[src/rtl/pipelined_cla_addsub.sv]
// WIDTH-bit adder/subtractor built from 4-bit carry-look-ahead groups, one group per pipeline stage.
// The inter-group carry is registered, so the critical path is a single 4-bit CLA regardless of WIDTH.
module pipelined_cla_addsub #(
   parameter int WIDTH = 16,
   parameter int GROUP = 4
) (
   input  logic             clk_i,
   input  logic             rst_n_i,
   input  logic             in_valid_i,
   output logic             in_ready_o,
   input  logic [WIDTH-1:0] a_i,
   input  logic [WIDTH-1:0] b_i,
   input  logic             mode_i,
   input  logic             cin_i,
   output logic             out_valid_o,
   input  logic             out_ready_i,
   output logic [WIDTH-1:0] sum_o,
   output logic             cout_o,
   output logic             ovf_o,
   output logic             zero_o
);

   localparam int NGRP = WIDTH / GROUP;

   // Returns {carry into bit 3, carry out of bit 3, sum[3:0]}.
   function automatic logic [5:0] cla4(input logic [3:0] x, input logic [3:0] y, input logic c0);
      logic [3:0] g;
      logic [3:0] p;
      logic       c1, c2, c3, c4;
      g  = x & y;
      p  = x ^ y;
      c1 = g[0] | (p[0] & c0);
      c2 = g[1] | (p[1] & g[0]) | (p[1] & p[0] & c0);
      c3 = g[2] | (p[2] & g[1]) | (p[2] & p[1] & g[0]) | (p[2] & p[1] & p[0] & c0);
      c4 = g[3] | (p[3] & g[2]) | (p[3] & p[2] & g[1]) | (p[3] & p[2] & p[1] & g[0])
         | (p[3] & p[2] & p[1] & p[0] & c0);
      return {c3, c4, p ^ {c3, c2, c1, c0}};
   endfunction

   logic [WIDTH-1:0] a_q   [NGRP];
   logic [WIDTH-1:0] bx_q  [NGRP];
   logic [WIDTH-1:0] sum_q [NGRP];
   logic [NGRP-1:0]  v_q;
   logic [NGRP-1:0]  c_q;
   logic             ovf_q;
   logic             zero_q;

   logic [WIDTH-1:0] st_a  [NGRP];
   logic [WIDTH-1:0] st_b  [NGRP];
   logic [WIDTH-1:0] st_s  [NGRP];
   logic [NGRP-1:0]  st_c;
   logic [NGRP-1:0]  st_v;
   logic [5:0]       grp   [NGRP];
   logic [WIDTH-1:0] sum_d [NGRP];
   logic [NGRP-1:0]  c_d;
   logic             ovf_d;
   logic             zero_d;
   logic             advance;

   // A stalled output freezes every stage; bubbles still shift when the output is free.
   assign advance     = !v_q[NGRP-1] | out_ready_i;
   assign in_ready_o  = !rst_n_i | advance;
   assign out_valid_o = v_q[NGRP-1];
   assign sum_o       = sum_q[NGRP-1];
   assign cout_o      = c_q[NGRP-1];
   assign ovf_o       = ovf_q;
   assign zero_o      = zero_q;

   always_comb begin
      // Subtract is a + ~b + 1: B is inverted and the carry forced high on capture.
      st_a[0] = a_i;
      st_b[0] = mode_i ? ~b_i : b_i;
      st_s[0] = '0;
      st_c[0] = mode_i | cin_i;
      st_v[0] = in_valid_i;
      for (int k = 1; k < NGRP; k++) begin
         st_a[k] = a_q[k-1];
         st_b[k] = bx_q[k-1];
         st_s[k] = sum_q[k-1];
         st_c[k] = c_q[k-1];
         st_v[k] = v_q[k-1];
      end
      for (int k = 0; k < NGRP; k++) begin
         grp[k]   = cla4(st_a[k][GROUP*k +: GROUP], st_b[k][GROUP*k +: GROUP], st_c[k]);
         sum_d[k] = st_s[k];
         sum_d[k][GROUP*k +: GROUP] = grp[k][3:0];
         c_d[k]   = grp[k][4];
      end
      ovf_d  = grp[NGRP-1][5] ^ grp[NGRP-1][4];
      zero_d = (sum_d[NGRP-1] == '0);
   end

   always_ff @(posedge clk_i) begin
      if (!rst_n_i) begin
         v_q    <= '0;
         c_q    <= '0;
         ovf_q  <= 1'b0;
         zero_q <= 1'b0;
         for (int k = 0; k < NGRP; k++) begin
            a_q[k]   <= '0;
            bx_q[k]  <= '0;
            sum_q[k] <= '0;
         end
      end else if (advance) begin
         v_q <= st_v;
         // Data registers only load for valid stages, so results hold across bubbles.
         for (int k = 0; k < NGRP; k++) begin
            if (st_v[k]) begin
               a_q[k]   <= st_a[k];
               bx_q[k]  <= st_b[k];
               sum_q[k] <= sum_d[k];
               c_q[k]   <= c_d[k];
            end
         end
         if (st_v[NGRP-1]) begin
            ovf_q  <= ovf_d;
            zero_q <= zero_d;
         end
      end
   end

endmodule

[config.mk]
export PLATFORM = sky130hd
export DESIGN_NAME = pipelined_cla_addsub
export DESIGN_NICKNAME = d
export VERILOG_FILES = /design/src/rtl/pipelined_cla_addsub.sv
export SDC_FILE = /design/constraint.sdc
export NUM_CORES = 1
export LEC_CHECK = 0
export BUFFER_PORTS_ARGS = -buffer_cell sky130_fd_sc_hd__buf_2
export CAP_MARGIN = 5
export CORE_ASPECT_RATIO = 0.8
export CORE_MARGIN = 5
export CORE_UTILIZATION = 45
export DETAILED_ROUTE_END_ITERATION = 12
export HOLD_SLACK_MARGIN = 0.03
export PLACE_DENSITY = 0.72
export SLEW_MARGIN = 20
export SYNTH_ARGS = -nofsm -noshare
export SYNTH_HDL_FRONTEND = slang
export SYNTH_SLANG_ARGS = --single-unit
export TNS_END_PERCENT = 50
[constraint.sdc]
create_clock -name clk_i -period 3.4 [get_ports clk_i]
set_input_delay 0.68 -clock clk_i [delete_from_list [all_inputs] [get_ports clk_i]]
set_output_delay 0.68 -clock clk_i [all_outputs]
set_load 0.01 [all_outputs]
==> results of run 1 <==
flip-flops by register name, indices dropped and copies added (netlist names):
signal / flops
bx_q: 24
v_q: 4
ovf_o: 1
c_q: 4
zero_o: 1
a_q: 24
sum_q: 40
metrics by stage:
stage               util, %  cell area (µm²)  setup WS, ns  total power (W)
floorplan                 -             4320          1.17          0.00159
global placement       49.5             4720          1.05          0.00166
detailed placement     49.5             4720         0.936          0.00167
CTS                    52.5             5000          1.30          0.00262
global route           52.5             5000          1.11          0.00271
finish                 52.5             5000          1.32          0.00259
logic make-up (layout without fill, tap and decap cells):
kind of cell,count (synthesis),after routing
buffers and inverters,17,80
AO/OA/AOI/OAI,28,28
AND/OR/NAND/NOR,126,126
adder cells (fa/ha/maj),20,20
XOR/XNOR,24,24
multiplexers,3,3
flip-flops,98,98
routing by layer:
layer  share of wire, %  vias to the layer above
met5                  0                        -
met4                1.8                        0
met3                7.5                        9
met2                 44                       68
met1                 47                     1057
li1                   -                     1228
cell usage in the layout, fill, tap and decap left out, types with 5 or more instances in the layout:
cell	count
sky130_fd_sc_hd__a21o_1	5
sky130_fd_sc_hd__and2_1	64
sky130_fd_sc_hd__buf_2	58
sky130_fd_sc_hd__clkbuf_16	9
sky130_fd_sc_hd__dfxtp_1	10
sky130_fd_sc_hd__edfxtp_1	88
sky130_fd_sc_hd__ha_1	16
sky130_fd_sc_hd__inv_1	5
sky130_fd_sc_hd__nand2_1	15
sky130_fd_sc_hd__nand3_1	8
sky130_fd_sc_hd__nor2_1	24
sky130_fd_sc_hd__xnor2_1	18
sky130_fd_sc_hd__xor2_1	6
worst max-delay path by stage:
stage	slack, ns	cells past startpoint	to
after floorplan	1.17	7	sum_q[0][3]
after global placement	1.05	7	sum_q[0][3]
after detailed placement	0.94	7	sum_q[0][3]
after CTS	1.30	7	sum_q[0][3]
after global routing	1.11	7	sum_q[0][3]
final	1.32	7	sum_q[0][3]
power groups by stage:
stage          Clock, W  Combinational, W  Sequential [W]
2_1_floorplan         0          0.000152         0.00144
3_3_place_gp          0          0.000216         0.00144
3_5_place_dp          0          0.000223         0.00144
4_1_cts        0.000978          0.000224         0.00142
5_1_grt         0.00104          0.000253         0.00142
6_report       0.000953          0.000220         0.00142
layout make-up:
cell class / count / area share (%)
well taps: 119 / 2.98
multi-input cells: 201 / 28.2
flip-flops and latches: 98 / 56.8
clock inverters: 7 / 1.20
repair buffers: 59 / 5.95
clock buffers: 9 / 4.50
inverters: 5 / 0.375
worst max-delay path, cell delays in order:
cell	delay (ns)
sky130_fd_sc_hd__buf_2	0.37
sky130_fd_sc_hd__xor2_1	0.23
sky130_fd_sc_hd__ha_1	0.26
sky130_fd_sc_hd__o21a_1	0.12
sky130_fd_sc_hd__o211ai_1	0.27
sky130_fd_sc_hd__a21o_1	0.16
sky130_fd_sc_hd__a21oi_1	0.05
==> Implementation_results.wiki, run 1 <==
{| class="wikitable"
! Metric !! Value
|-
| Result of the run || completed
|-
| Die X-Extent || between 100 and 150 µm
|-
| Worst slew margin relative to its limit || a little over a third
|-
| Cell types with the largest area share after synthesis || sky130_fd_sc_hd__edfxtp_1, sky130_fd_sc_hd__and2_1, sky130_fd_sc_hd__dfxtp_1
|-
| Sequential share of power || between 50 and 60%
|-
| Met1 Resource Use GR || 16.5%
|-
| Routability-driven placement congestion ratio || between 0.7 and 0.8
|-
| Critical register-to-register path startpoint || v_q[3]
|-
| Busiest grt layer || met2
|-
| Worst min-delay path startpoint || ovf_o
|-
| Design internal power || ~0.002 W
|-
| Number of nets in the synthesized netlist || 374
|-
| Detailed Route WL || around 6500 µm
|-
| Cell at the root of the clock tree || sky130_fd_sc_hd__clkbuf_16
|-
| Count of final setup violators || 0
|-
| Maximum number of pins on one net before global-route repair || 29
|-
| Reported max-cap violation count || 0
|-
| Wire per inst || 13.1 µm
|-
| Reported leakage power || roughly 2.1 nW
|-
| Area growth from synthesis to layout || 15.7%
|-
| Part of the Yosys area used for sequential elements || 65.7%
|-
| I/O pin count || between 50 and 60
|-
| Cell taking the most area after synthesis || sky130_fd_sc_hd__edfxtp_1
|-
| Site Rows || 32
|-
| Number of cells traversed by the worst register-to-register path || 3
|-
| Power spent charging and discharging nets || ~0.00059 W
|-
| Wire length of the first global-routing pass || 11300 µm
|-
| Average via count per standard cell || 4.74
|-
| CORE AREA || 9530 µm²
|-
| Ratio of final minimum period to clock period || between 60 and 70%
|-
| Worst hold path stage count || 2
|-
| Yosys top cell area share || between 60% and 70%
|-
| Met3 global-route usage || 4.37%
|-
| Compound-cell area share of the yosys netlist || a little under 5%
|-
| Top FF cell, synth || sky130_fd_sc_hd__edfxtp_1
|-
| Number of resized instances in the post-cts repair step || 0
|-
| Xor and xnor area share after synthesis || roughly 4.9%
|-
| Combinational family with the most area after synthesis || simple AND/OR/NAND/NOR gates
|-
| Average cell area after synthesis || 13.7 µm²
|-
| Critical Path End Type || flop
|-
| Layout fillers || around 850
|-
| Cell types with the highest counts after synthesis || sky130_fd_sc_hd__edfxtp_1, sky130_fd_sc_hd__and2_1, sky130_fd_sc_hd__nor2_1, sky130_fd_sc_hd__xnor2_1, sky130_fd_sc_hd__ha_1
|-
| Setup Skew || approximately 0.0055 ns
|-
| Insertion delay of the later-clocked pin in the worst-skew pair || ~0.34 ns
|-
| # DRC || 0
|-
| Adder-Cell Fraction of Synth Area || 6.48%
|-
| Cell total after placement || ~480
|-
| Critical R2R Capture || a_q[0][26]
|-
| Post-detailed-placement half-perimeter wirelength || just under 5000 µm
|-
| Post-layout min period || about 2.1 ns
|-
| Clock group share of total power || between 30% and 40%
|-
| Hold-fix buffer count after cts || 0
|-
| IO Port Bufs || between 50 and 60
|-
| Slew Viols, Final || 0
|-
| RSZ-0062 raised after global routing || false
|-
| Endpoint of the worst hold-timing path || ovf_o
|-
| Post-Syn Area || around 4300 µm²
|-
| Number of hold-slack violations in the final timing report || 0
|-
| Total Neg Setup Slack || 0 ns
|-
| Share of flip-flops with an asynchronous set or reset after synthesis || 0%
|-
| Fraction of final layout cells sized beyond drive strength 1 || around 20%
|-
| Starting Density || 45.4%
|-
| Routing usage on met2 || a little under a fifth
|-
| Count leader, synth || sky130_fd_sc_hd__edfxtp_1
|-
| All-layer global routing usage || between 10% and 20%
|-
| Hold Crit Class || flop to flop
|-
| Fmax || 481 MHz
|-
| Number of enable-type register cells in the synthesized netlist || just under 90
|-
| Multiplexer fraction of the synthesized cell area || less than 1%
|-
| Vias in the first global route || between 2000 and 2500
|-
| Post-Layout Cell Count || approximately 500
|-
| Maximum fanout along the worst path || 18
|-
| Worst hold margin || about 0.46 ns
|-
| Crit path launch type || input pin
|-
| Maximum level of the CTS H-tree || 3
|-
| Floorplan die area || approximately 12000 µm²
|-
| Nets || 432
|-
| Switching Fraction || approximately 23%
|-
| Count of antenna-violating nets left after detailed routing || 0
|-
| Peak supply drop || ~0.24 mV
|-
| Clock tree from TritonCTS || built
|-
| Power density normalized to cell area || 517 nW/µm²
|-
| Data arrival time of the critical path || 2.15 ns
|-
| Number of buffers created by CTS || 9
|-
| Number of antenna violations at the first check in global routing || 0
|-
| Critical setup path kind || input pin to flop
|-
| Register bit count reported by yosys || 98
|-
| Number of violations reported at the end of detailed-routing iteration 0 || 147
|-
| Buffers inserted by post-CTS timing repair || 0
|-
| Worst Setup SP || mode_i
|-
| Register clock-pin slew on the reported worst setup and hold paths || about 0.070 ns
|-
| Longest Clk Path Bufs || 2
|-
| Clock net sink count || 98
|-
| Total area of multi-input combinational cells || 1410 µm²
|-
| Number of detailed-route iterations in the first pass || 4
|-
| Area share of and/or/nand/nor cells after synthesis || 15.7%
|-
| Antenna diode count || 0
|-
| Via count || 2362
|-
| Yosys warnings || 0
|-
| Slew @ Worst Pin || ~0.95 ns
|-
| Combinational power share || approximately 8.5%
|-
| Required time worst endpoint || around 3.5 ns
|-
| Distinct cell type count of the synthesized netlist || 35
|-
| Synth Instances || between 300 and 400
|-
| Die Height || slightly below 100 µm
|-
| Register area || approximately 2800 µm²
|-
| Overall overflow remaining after global route || 0
|-
| Flop2flop setup slack || about 1.5 ns
|}
No activity file was read; power rests on OpenSTA's default activity.
==> run 2, diff against run 1 <==
Clock period 3.4 ns to 2.2 ns, I/O delays scaled along.
==> run 2 against run 1 <==
  * Clock skew increased by 0.0025 ns
  * First-iteration DRC count fell by 14%
  * Final area increased by 1.9%
  * Final cell count is 1.4% higher
  * Combinational power is 62% higher
  * Setup slack lost 0.88 ns
  * Critical path depth is 2 lower
  * Via count grew 0.55%
  * Register-to-register slack lost 1.1 ns
  * Hold slack lost 0.082 ns
  * Critical path type is now flop to flop
==> Implementation_results.wiki, run 2 (synthesized netlist as in run 1, its figures left out) <==
{| class="wikitable"
! Metric !! Value
|-
| Result of the run || completed
|-
| Clock tree from TritonCTS || built
|-
| Design internal power || approximately 0.0033 W
|-
| # DRC || 0
|-
| Setup ws final || about 0.44 ns
|-
| Number of buffers created by CTS || 9
|-
| Buffers inserted by post-CTS timing repair || 0
|-
| I/O pin count || 59
|-
| Fmax || 568 MHz
|-
| Number of resized instances in the post-cts repair step || 0
|-
| Cell total after placement || slightly below 500
|-
| Vias in the first global route || approximately 2500
|-
| Post-layout power || 0.00414 W
|-
| Sequential share of power || a little over half
|-
| Longest Clk Path Bufs || 2
|-
| Routability-driven placement congestion ratio || around 0.76
|-
| Number of hold-slack violations in the final timing report || 0
|-
| Critical R2R Capture || sum_q[0][63]
|-
| Detailed Route WL || around 6500 µm
|-
| Number of detailed-route iterations in the first pass || 4
|-
| Worst hold margin || approximately 0.38 ns
|-
| Cells along the critical path || ha_1 > a211o_1 > a31oi_4 > xnor2_1 > nor2_1
|-
| Post-Place Setup Slack || between 0.15 and 0.2 ns
|-
| RSZ-0062 raised after global routing || false
|-
| Critical register-to-register path startpoint || bx_q[0][44]
|-
| Hold Crit Class || input pin to flop
|-
| Hold-fix buffer count after cts || 0
|-
| Reported leakage power || 2.13 nW
|-
| Switching Fraction || around a fifth
|-
| Maximum fanout along the worst path || 3
|-
| Largest registers || sum_q: 40 flops, a_q: 24 flops, bx_q: 24 flops
|-
| Die Height || 97.7 µm
|-
| Average via count per standard cell || around 4.7
|-
| Post-layout min period || ~1.8 ns
|-
| Number of violations reported at the end of detailed-routing iteration 0 || approximately 130
|-
| Nets || 440
|-
| Fraction of final layout cells sized beyond drive strength 1 || 21.2%
|-
| Register clock-pin slew on the reported worst setup and hold paths || 0.06 ns
|-
| Starting Density || between 40 and 50%
|-
| Number of antenna violations at the first check in global routing || 0
|-
| Maximum level of the CTS H-tree || 3
|-
| Via count || ~2400
|-
| Overall overflow remaining after global route || 0
|-
| Crit path max-delay family || compound AO/OA/AOI/OAI gates
|-
| Cell at the root of the clock tree || sky130_fd_sc_hd__clkbuf_16
|-
| Total Neg Setup Slack || 0 ns
|-
| Crit path launch type || flop
|-
| Post-detailed-placement half-perimeter wirelength || ~5000 µm
|-
| Register name with the most flops || sum_q
|-
| Ratio of final minimum period to clock period || ~80%
|-
| Clock net sink count || 98
|-
| Worst slew margin relative to its limit || a little under three fifths
|-
| Power density normalized to cell area || 811 nW/µm²
|-
| CORE AREA || roughly 9500 µm²
|-
| Critical setup path kind || flop to flop
|-
| Count of final setup violators || 0
|-
| Critical path buffers and inverters || 0
|-
| Number of flip-flops in the largest register || 40
|-
| Wire per inst || between 10 and 15 µm
|-
| Critical Path End Type || flop
|-
| Required time worst endpoint || approximately 2.3 ns
|-
| Die X-Extent || between 100 and 150 µm
|-
| Antenna diode count || 0
|-
| All-layer global routing usage || between 10% and 20%
|-
| Site Rows || 32
|-
| Highest-delay cell along the critical path || sky130_fd_sc_hd__edfxtp_1
|-
| Data arrival time of the critical path || between 1.5 and 2 ns
|-
| Slew @ Worst Pin || approximately 0.67 ns
|-
| IO Port Bufs || slightly below 60
|-
| Commonest non-fill, non-tap cell in the layout || sky130_fd_sc_hd__edfxtp_1
|-
| Insertion delay of the later-clocked pin in the worst-skew pair || 0.33 ns
|-
| Wire length of the first global-routing pass || between 10000 and 15000 µm
|-
| Power spent charging and discharging nets || between 0.0008 and 0.0009 W
|-
| Worst min-delay path startpoint || a_i[14]
|-
| Combinational power share || 8.6%
|-
| Slew Viols, Final || 0
|-
| Reported max-cap violation count || 0
|-
| Peak supply drop || 0.440 mV
|-
| Floorplan die area || around 12000 µm²
|-
| Endpoint of the worst hold-timing path || a_q[0][14]
|-
| Worst hold path stage count || 2
|-
| Number of cells traversed by the worst register-to-register path || 5
|-
| Clock group share of total power || 38.5%
|-
| Setup Skew || around 0.008 ns
|-
| Area growth from synthesis to layout || 17.9%
|-
| Flop2flop setup slack || around 0.44 ns
|-
| Top library cells by usage in the layout, fill and taps aside || sky130_fd_sc_hd__edfxtp_1, sky130_fd_sc_hd__and2_1, sky130_fd_sc_hd__buf_2, sky130_fd_sc_hd__nor2_1, sky130_fd_sc_hd__xnor2_1
|-
| Max incr delay on CP || approximately 0.43 ns
|-
| Post-Layout Cell Count || roughly 510
|-
| Maximum number of pins on one net before global-route repair || 29
|-
| Count of antenna-violating nets left after detailed routing || 0
|}
## run 2: through the flow
stage                     area [µm²]  utilization [%]
final                           5100             53.5
after global routing            5100             53.5
after CTS                       5100             53.5
after detailed placement        4790             50.3
after global placement          4790             50.3
after floorplan                 4320                -
## run 2: worst max path at each step
stage               slack, ns           end  cells past startpoint        start
finish                   0.44  sum_q[0][63]                      5  bx_q[0][44]
CTS                      0.43  sum_q[0][63]                      5  bx_q[0][44]
detailed placement       0.20   sum_q[0][3]                      7       mode_i
floorplan                0.21   sum_q[0][3]                      7       mode_i
global route             0.25  sum_q[0][23]                      4       v_q[3]
global placement         0.26   sum_q[0][3]                      7       mode_i
## run 2: layout make-up
cell class                      count  area, µm²
Timing Repair Buffer               67        370
Clock inverter                      5       80.1
Fill cell                         808       4430
Tap cell                          119        149
Sequential cell                    98       2840
Inverter                            5       18.8
Multi-Input combinational cell    201       1410
Clock buffer                       10        229
## run 2: power by group through the flow
stage	clock network, W	logic [W]	registers (W)
after floorplan	0	0.000235	0.00222
after global placement	0	0.000351	0.00222
after detailed placement	0	0.000361	0.00223
after CTS	0.00163	0.000363	0.00219
after global routing	0.00172	0.000404	0.00220
final	0.00159	0.000357	0.00219
## run 2: routing by layer
metal	wire length, µm	GRT usage [%]	up-vias
li1	-	-	1240
met1	3180	16.5	1067
met2	2840	18.4	64
met3	383	3.90	4
met4	83	4.49	0
met5	0	0	-
